$ cat config.mk
export PLATFORM = sky130hd
export DESIGN_NAME = matmul_lane_engine
export DESIGN_NICKNAME = d
export VERILOG_FILES = /design/src/rtl/matmul_lane_engine.sv
export SDC_FILE = /design/constraint.sdc
export NUM_CORES = 2
export LEC_CHECK = 0
export BUFFER_PORTS_ARGS = -buffer_cell sky130_fd_sc_hd__buf_2
export CAP_MARGIN = 20
export CORE_ASPECT_RATIO = 0.5
export CORE_MARGIN = 2
export CORE_UTILIZATION = 63
export CTS_CLUSTER_DIAMETER = 80
export CTS_CLUSTER_SIZE = 10
export DETAILED_ROUTE_END_ITERATION = 10
export GPL_TIMING_DRIVEN = 0
export PLACE_DENSITY_LB_ADDON = 0.3
export SYNTH_ARGS = -nofsm -noshare
export SYNTH_HDL_FRONTEND = slang
export SYNTH_SLANG_ARGS = --single-unit
$ cat constraint.sdc
create_clock -name clk -period 6.3 [get_ports clk]
set_clock_uncertainty 0.15 [all_clocks]
set_input_delay 1.26 -clock clk [delete_from_list [all_inputs] [get_ports clk]]
set_output_delay 1.26 -clock clk [all_outputs]
set_load 0.01 [all_outputs]
$ cat src/rtl/matmul_lane_engine.sv
// Multi-lane fixed-point matrix multiplier over synchronous-read A/B/C buffers.
// Each pass streams one A row against LANES B columns and writes one packed C word.
module matmul_lane_engine #(
  parameter int DATA_W    = 16,
  parameter int FRAC_BITS = 8,
  parameter int LANES     = 4,
  parameter int MAX_M     = 16,
  parameter int MAX_K     = 16,
  parameter int MAX_N     = 16,
  parameter int RD_LAT    = 1,
  parameter int ACC_W     = 2*DATA_W + $clog2(MAX_K),
  localparam int MW       = $clog2(MAX_M) + 1,
  localparam int KW       = $clog2(MAX_K) + 1,
  localparam int NW       = $clog2(MAX_N) + 1,
  localparam int NGMAX    = (MAX_N + LANES - 1) / LANES,
  localparam int AAW      = $clog2(MAX_M*MAX_K),
  localparam int BAW      = $clog2(MAX_K*NGMAX),
  localparam int CAW      = $clog2(MAX_M*NGMAX)
) (
  input  logic                      clk,
  input  logic                      rst_n,
  input  logic                      start,
  input  logic [MW-1:0]             M_val,
  input  logic [KW-1:0]             K_val,
  input  logic [NW-1:0]             N_val,
  input  logic                      relu_en,
  output logic                      busy,
  output logic                      done,
  output logic                      err,
  output logic                      a_en,
  output logic [AAW-1:0]            a_addr,
  input  logic [DATA_W-1:0]         a_rdata,
  output logic                      b_en,
  output logic [BAW-1:0]            b_addr,
  input  logic [LANES*DATA_W-1:0]   b_rdata,
  output logic                      c_we,
  output logic [LANES-1:0]          c_mask,
  output logic [CAW-1:0]            c_addr,
  output logic [LANES*DATA_W-1:0]   c_wdata
);

  localparam logic [1:0] S_IDLE  = 2'd0;
  localparam logic [1:0] S_ISSUE = 2'd1;
  localparam logic [1:0] S_DRAIN = 2'd2;
  localparam logic [1:0] S_WRITE = 2'd3;

  localparam logic signed [ACC_W-1:0] SAT_HI = {{(ACC_W-DATA_W+1){1'b0}}, {(DATA_W-1){1'b1}}};
  localparam logic signed [ACC_W-1:0] SAT_LO = {{(ACC_W-DATA_W+1){1'b1}}, {(DATA_W-1){1'b0}}};

  logic [1:0]      state;
  logic [MW-1:0]   m_r, row;
  logic [KW-1:0]   k_r, kc;
  logic [NW-1:0]   n_r, ng_r, grp;
  logic            relu_r;
  logic [RD_LAT-1:0] vld_p0;
  logic            dims_ok, accept, clear_acc;
  logic [NW-1:0]   ng_calc;

  logic signed [DATA_W-1:0]   a_s;
  logic signed [DATA_W-1:0]   b_s    [LANES];
  logic signed [2*DATA_W-1:0] prod_p1[LANES];
  logic signed [ACC_W-1:0]    acc_p1 [LANES];

  function automatic logic signed [ACC_W-1:0] relu_fn(input logic signed [ACC_W-1:0] v,
                                                      input logic en);
    return (en && v < 0) ? '0 : v;
  endfunction

  function automatic logic signed [DATA_W-1:0] sat_fn(input logic signed [ACC_W-1:0] v);
    if (v > SAT_HI) return SAT_HI[DATA_W-1:0];
    if (v < SAT_LO) return SAT_LO[DATA_W-1:0];
    return v[DATA_W-1:0];
  endfunction

  assign dims_ok = (M_val != '0) && (M_val <= MW'(MAX_M)) &&
                   (K_val != '0) && (K_val <= KW'(MAX_K)) &&
                   (N_val != '0) && (N_val <= NW'(MAX_N));
  assign accept    = (state == S_IDLE) && start && dims_ok;
  assign clear_acc = accept || (state == S_WRITE);
  assign ng_calc   = NW'((N_val + NW'(LANES - 1)) / NW'(LANES));

  // Control: job sequencing, read-valid tracking and completion pulses
  always_ff @(posedge clk or negedge rst_n) begin
    if (!rst_n) begin
      state  <= S_IDLE;
      busy   <= 1'b0;
      done   <= 1'b0;
      err    <= 1'b0;
      m_r    <= '0;
      k_r    <= '0;
      n_r    <= '0;
      ng_r   <= '0;
      relu_r <= 1'b0;
      row    <= '0;
      grp    <= '0;
      kc     <= '0;
      vld_p0 <= '0;
    end else begin
      done   <= 1'b0;
      err    <= 1'b0;
      vld_p0 <= (vld_p0 << 1) | RD_LAT'(state == S_ISSUE);
      case (state)
        S_IDLE: begin
          if (start && dims_ok) begin
            m_r    <= M_val;
            k_r    <= K_val;
            n_r    <= N_val;
            ng_r   <= ng_calc;
            relu_r <= relu_en;
            row    <= '0;
            grp    <= '0;
            kc     <= '0;
            busy   <= 1'b1;
            state  <= S_ISSUE;
          end else if (start) begin
            done <= 1'b1;
            err  <= 1'b1;
          end
        end
        S_ISSUE: begin
          if (kc == k_r - KW'(1)) begin
            kc    <= '0;
            state <= S_DRAIN;
          end else begin
            kc <= kc + KW'(1);
          end
        end
        S_DRAIN: begin
          // The last read lands in the final drain cycle, so a fixed count suffices
          if (kc == KW'(RD_LAT - 1)) begin
            kc    <= '0;
            state <= S_WRITE;
          end else begin
            kc <= kc + KW'(1);
          end
        end
        default: begin
          kc <= '0;
          if (grp != ng_r - NW'(1)) begin
            grp   <= grp + NW'(1);
            state <= S_ISSUE;
          end else if (row != m_r - MW'(1)) begin
            row   <= row + MW'(1);
            grp   <= '0;
            state <= S_ISSUE;
          end else begin
            busy  <= 1'b0;
            done  <= 1'b1;
            state <= S_IDLE;
          end
        end
      endcase
    end
  end

  // Stage p1: per-lane products of the returning A element and B word
  always_comb begin
    a_s = a_rdata;
    for (int l = 0; l < LANES; l++) begin
      b_s[l]     = b_rdata[l*DATA_W +: DATA_W];
      prod_p1[l] = a_s * b_s[l];
    end
  end

  always_ff @(posedge clk) begin
    for (int l = 0; l < LANES; l++) begin
      if (clear_acc)
        acc_p1[l] <= '0;
      else if (vld_p0[RD_LAT-1])
        acc_p1[l] <= acc_p1[l] + ACC_W'(prod_p1[l]);
    end
  end

  // Output stage: buffer addressing and post-processed write word
  always_comb begin
    a_en    = (state == S_ISSUE);
    b_en    = (state == S_ISSUE);
    c_we    = (state == S_WRITE);
    a_addr  = '0;
    b_addr  = '0;
    c_addr  = '0;
    c_mask  = '0;
    c_wdata = '0;
    if (state == S_ISSUE) begin
      a_addr = AAW'(int'(row) * int'(k_r) + int'(kc));
      b_addr = BAW'(int'(kc) * int'(ng_r) + int'(grp));
    end
    if (state == S_WRITE) begin
      c_addr = CAW'(int'(row) * int'(ng_r) + int'(grp));
      for (int l = 0; l < LANES; l++) begin
        if (int'(grp) * LANES + l < int'(n_r)) begin
          c_mask[l] = 1'b1;
          c_wdata[l*DATA_W +: DATA_W] = sat_fn(relu_fn(acc_p1[l] >>> FRAC_BITS, relu_r));
        end
      end
    end
  end

endmodule

==> metrics.yaml <==
min_period_over_period: 1.13
place_area_um2: 61000
slew_violations: 0
cts_tree: "yes"
fin_crit_ps: 7110
drc: 0
ctsHoldBuffers: 0
vias: 44689
synth_edf_count: 144
synth_fp_nets: 7907
start_kind: "input pin"
outcome: "complete, but fails checks"
clock_latency_ps: 590
grt_pass1_wl_mm: 288
cp.arrival_ps: 7410
ant_nets: 0
rsz0062_at_grt: "yes"
path_class: "input pin to register"
ys_ff_latch: 184
design_area_um2: 65600
seqCellArea_um2: 5330
ys_types: 79
finalHoldViolCount: 0
ys_seq_area_frac: 0.0941
routabilityCongestion: 1.01
async_flop_share: 0.217
post-dp-hpwl_mm: 152
drive_gt1_frac: 0.156
crit_required_ps: 6600
clockBufferDepth: 2
path_max_fanout: 7
htree_levels: 4
worstMarginPinSlew_ps: 1260
crit_path_end_kind: "register"
port_buffers: 176
grt_max_degree: 53
violations: "negative setup slack"
die_h_um: 216
fmax_mhz: 141
syn_to_final_growth_pct: 15.9
syn-cell-area_um2: 56600
netlist_instances: 6055
setup_ws_ps: -814
multiInputGateArea_um2: 46700
viasPerCell: 5.83
pin_count: 193
overflow: 0
clock-sinks: 184
wirelength_mm: 191
hold_class: "register to register"
antenna_found_initial: 36
grt_usage: 0.426
nNetsFinal: 8280
synthFlopType: "edfxtp_1"
cts_made_buffers: 17
die_w_um: 428
cap_violations: 0
avgSynthCellArea_um2: 9.35
die-area_um2: 92400
drt-initial-drc-count: 4089
core_area_um2: 88600
wl_per_cell_um: 24.9
dr.pass1.iters: 6
grt_pass1_vias: 47855
start_util: 0.639
path_clk_slew_ps: 90
max_slew_margin: 0.163
root_buffer: "clkbuf_16"
fillers: 6381
setup_viol: 74
yosys_warnings: 0
fp-row-count: 77
flip-flops by register name, summed over array words and instances, names as in the netlist:
signal,cells
done,1
grp,5
err,1
kc,5
k_r,5
vld_p0,1
acc_p1,144
busy,1
row,5
relu_r,1
n_r,5
m_r,5
ng_r,3
state,2
worst max-delay path, stage by stage:
cell,delay [ps]
clkbuf_16,160
clkbuf_16,220
clkbuf_16,200
nand2_8,60
fa_2,590
inv_2,70
fa_1,470
inv_1,50
fa_1,510
inv_1,50
fa_1,460
fa_1,490
inv_1,50
fa_1,490
inv_2,50
ha_4,260
and3_4,190
a221o_1,200
a211oi_2,90
o21bai_2,180
a31oi_4,90
o311ai_4,410
a31oi_4,160
or4_4,540
nand3_2,70
cells in the mapped netlist, types with 5 or more instances:
cell type / count / area, um^2
inv_1: 1563 / 5870
fa_1: 1283 / 25700
nand2_1: 578 / 2170
and2_1: 546 / 3420
ha_1: 470 / 5880
nor2_1: 283 / 1060
clkbuf_1: 228 / 856
a21oi_1: 177 / 886
edfxtp_1: 144 / 4320
xnor2_1: 100 / 876
a21o_1: 67 / 503
xor2_1: 64 / 561
o21ai_0: 53 / 265
nand3_1: 42 / 210
dfrtp_1: 40 / 1000
nor3_1: 39 / 195
nand2b_1: 38 / 238
nor2b_1: 25 / 156
o21bai_1: 23 / 173
o21ai_1: 22 / 110
nand4_1: 21 / 131
a31oi_1: 19 / 119
mux2_2: 18 / 203
nor4_1: 17 / 106
a211oi_1: 15 / 113
and3_1: 15 / 93.8
o21a_1: 15 / 113
nor3b_1: 14 / 105
mux2i_1: 11 / 110
a211o_1: 8 / 70.1
o211ai_1: 8 / 60.1
o31ai_1: 8 / 60.1
o41ai_1: 7 / 61.3
or2_2: 6 / 37.5
or3_1: 6 / 37.5
buf_1: 5 / 18.8
nand3b_1: 5 / 37.5
o31a_1: 5 / 43.8
kinds of logic after synthesis:
group           after synthesis  synth area share
fa+ha+maj                  1753             0.558
simple gates               1656             0.145
flops                       184            0.0941
mux                          30           0.00573
xor+xnor                    164            0.0254
buf+inv                    1799             0.119
compound gates              469            0.0532
worst paths after layout:
path	start	depth (start not counted)	slack, ps	to
max	a_rdata[15]	25	-810	acc_p1[0][32]
max in group asynchronous	rst_n	1	4720	row[1]
max reg2reg	acc_p1[1][9]	17	600	acc_p1[1][33]
min reg2reg	n_r[4]	1	380	n_r[4]
min	n_r[4]	1	380	n_r[4]
min in group asynchronous	rst_n	1	670	n_r[2]
final cells by class:
| cell class | count | share of cell area |
|---|---|---|
| well taps | 1185 | 0.0226 |
| multi-input cells | 4072 | 0.713 |
| inverters | 1564 | 0.0899 |
| repair buffers | 355 | 0.0412 |
| flip-flops and latches | 184 | 0.0812 |
| plain buffers | 234 | 0.0415 |
| clock buffers | 21 | 0.00784 |
| diodes | 33 | 0.00126 |
| clock inverters | 11 | 0.00172 |
layer usage:
layer | vias to the layer above | part of all wire | global-route usage
li1 | 18768 | - | -
met1 | 22802 | 0.38 | 0.552
met2 | 2505 | 0.44 | 0.650
met3 | 600 | 0.12 | 0.143
met4 | 14 | 0.057 | 0.202
met5 | - | 0.00069 | 0.00717
cell usage in the layout (no fill, tap or decap), types with 44 or more instances in the layout:
master and n:
fa_1 1244, clkbuf_8 44, a21oi_1 124, nand2_1 546, xnor2_1 92, inv_1 1498
and2_1 520, buf_4 155, edfxtp_1 144, xor2_1 63, nor2_1 277, inv_2 57
clkbuf_16 59, clkbuf_1 50, ha_4 53, buf_2 167, a21o_1 65, ha_1 404
metrics by stage:
step	utilization	hold slack (ps)	instances	worst slack [ps]	setup TNS (ps)
CTS	0.723	374	7571	-695	-30140
floorplan	-	329	6055	-781	-33720
global placement	0.684	347	7416	-2600	-235590
finish	0.740	381	7659	-814	-35880
global route	0.739	396	7638	-947	-46290
detailed placement	0.688	355	7432	-2500	-171740
repair_timing:
action / 4_1_cts / 5_1_grt
endpoints found under the hold margin: 0 / 0
buffers inserted: 104 / 56
gates resized for setup: 382 / 321
pin swaps: 115 / 123
endpoints found under the setup margin: 108 / 87
gates cloned: 3 / 0
Power is not shown: default switching activity piles up to over one toggle a cycle in this logic, so the estimate is an artifact.
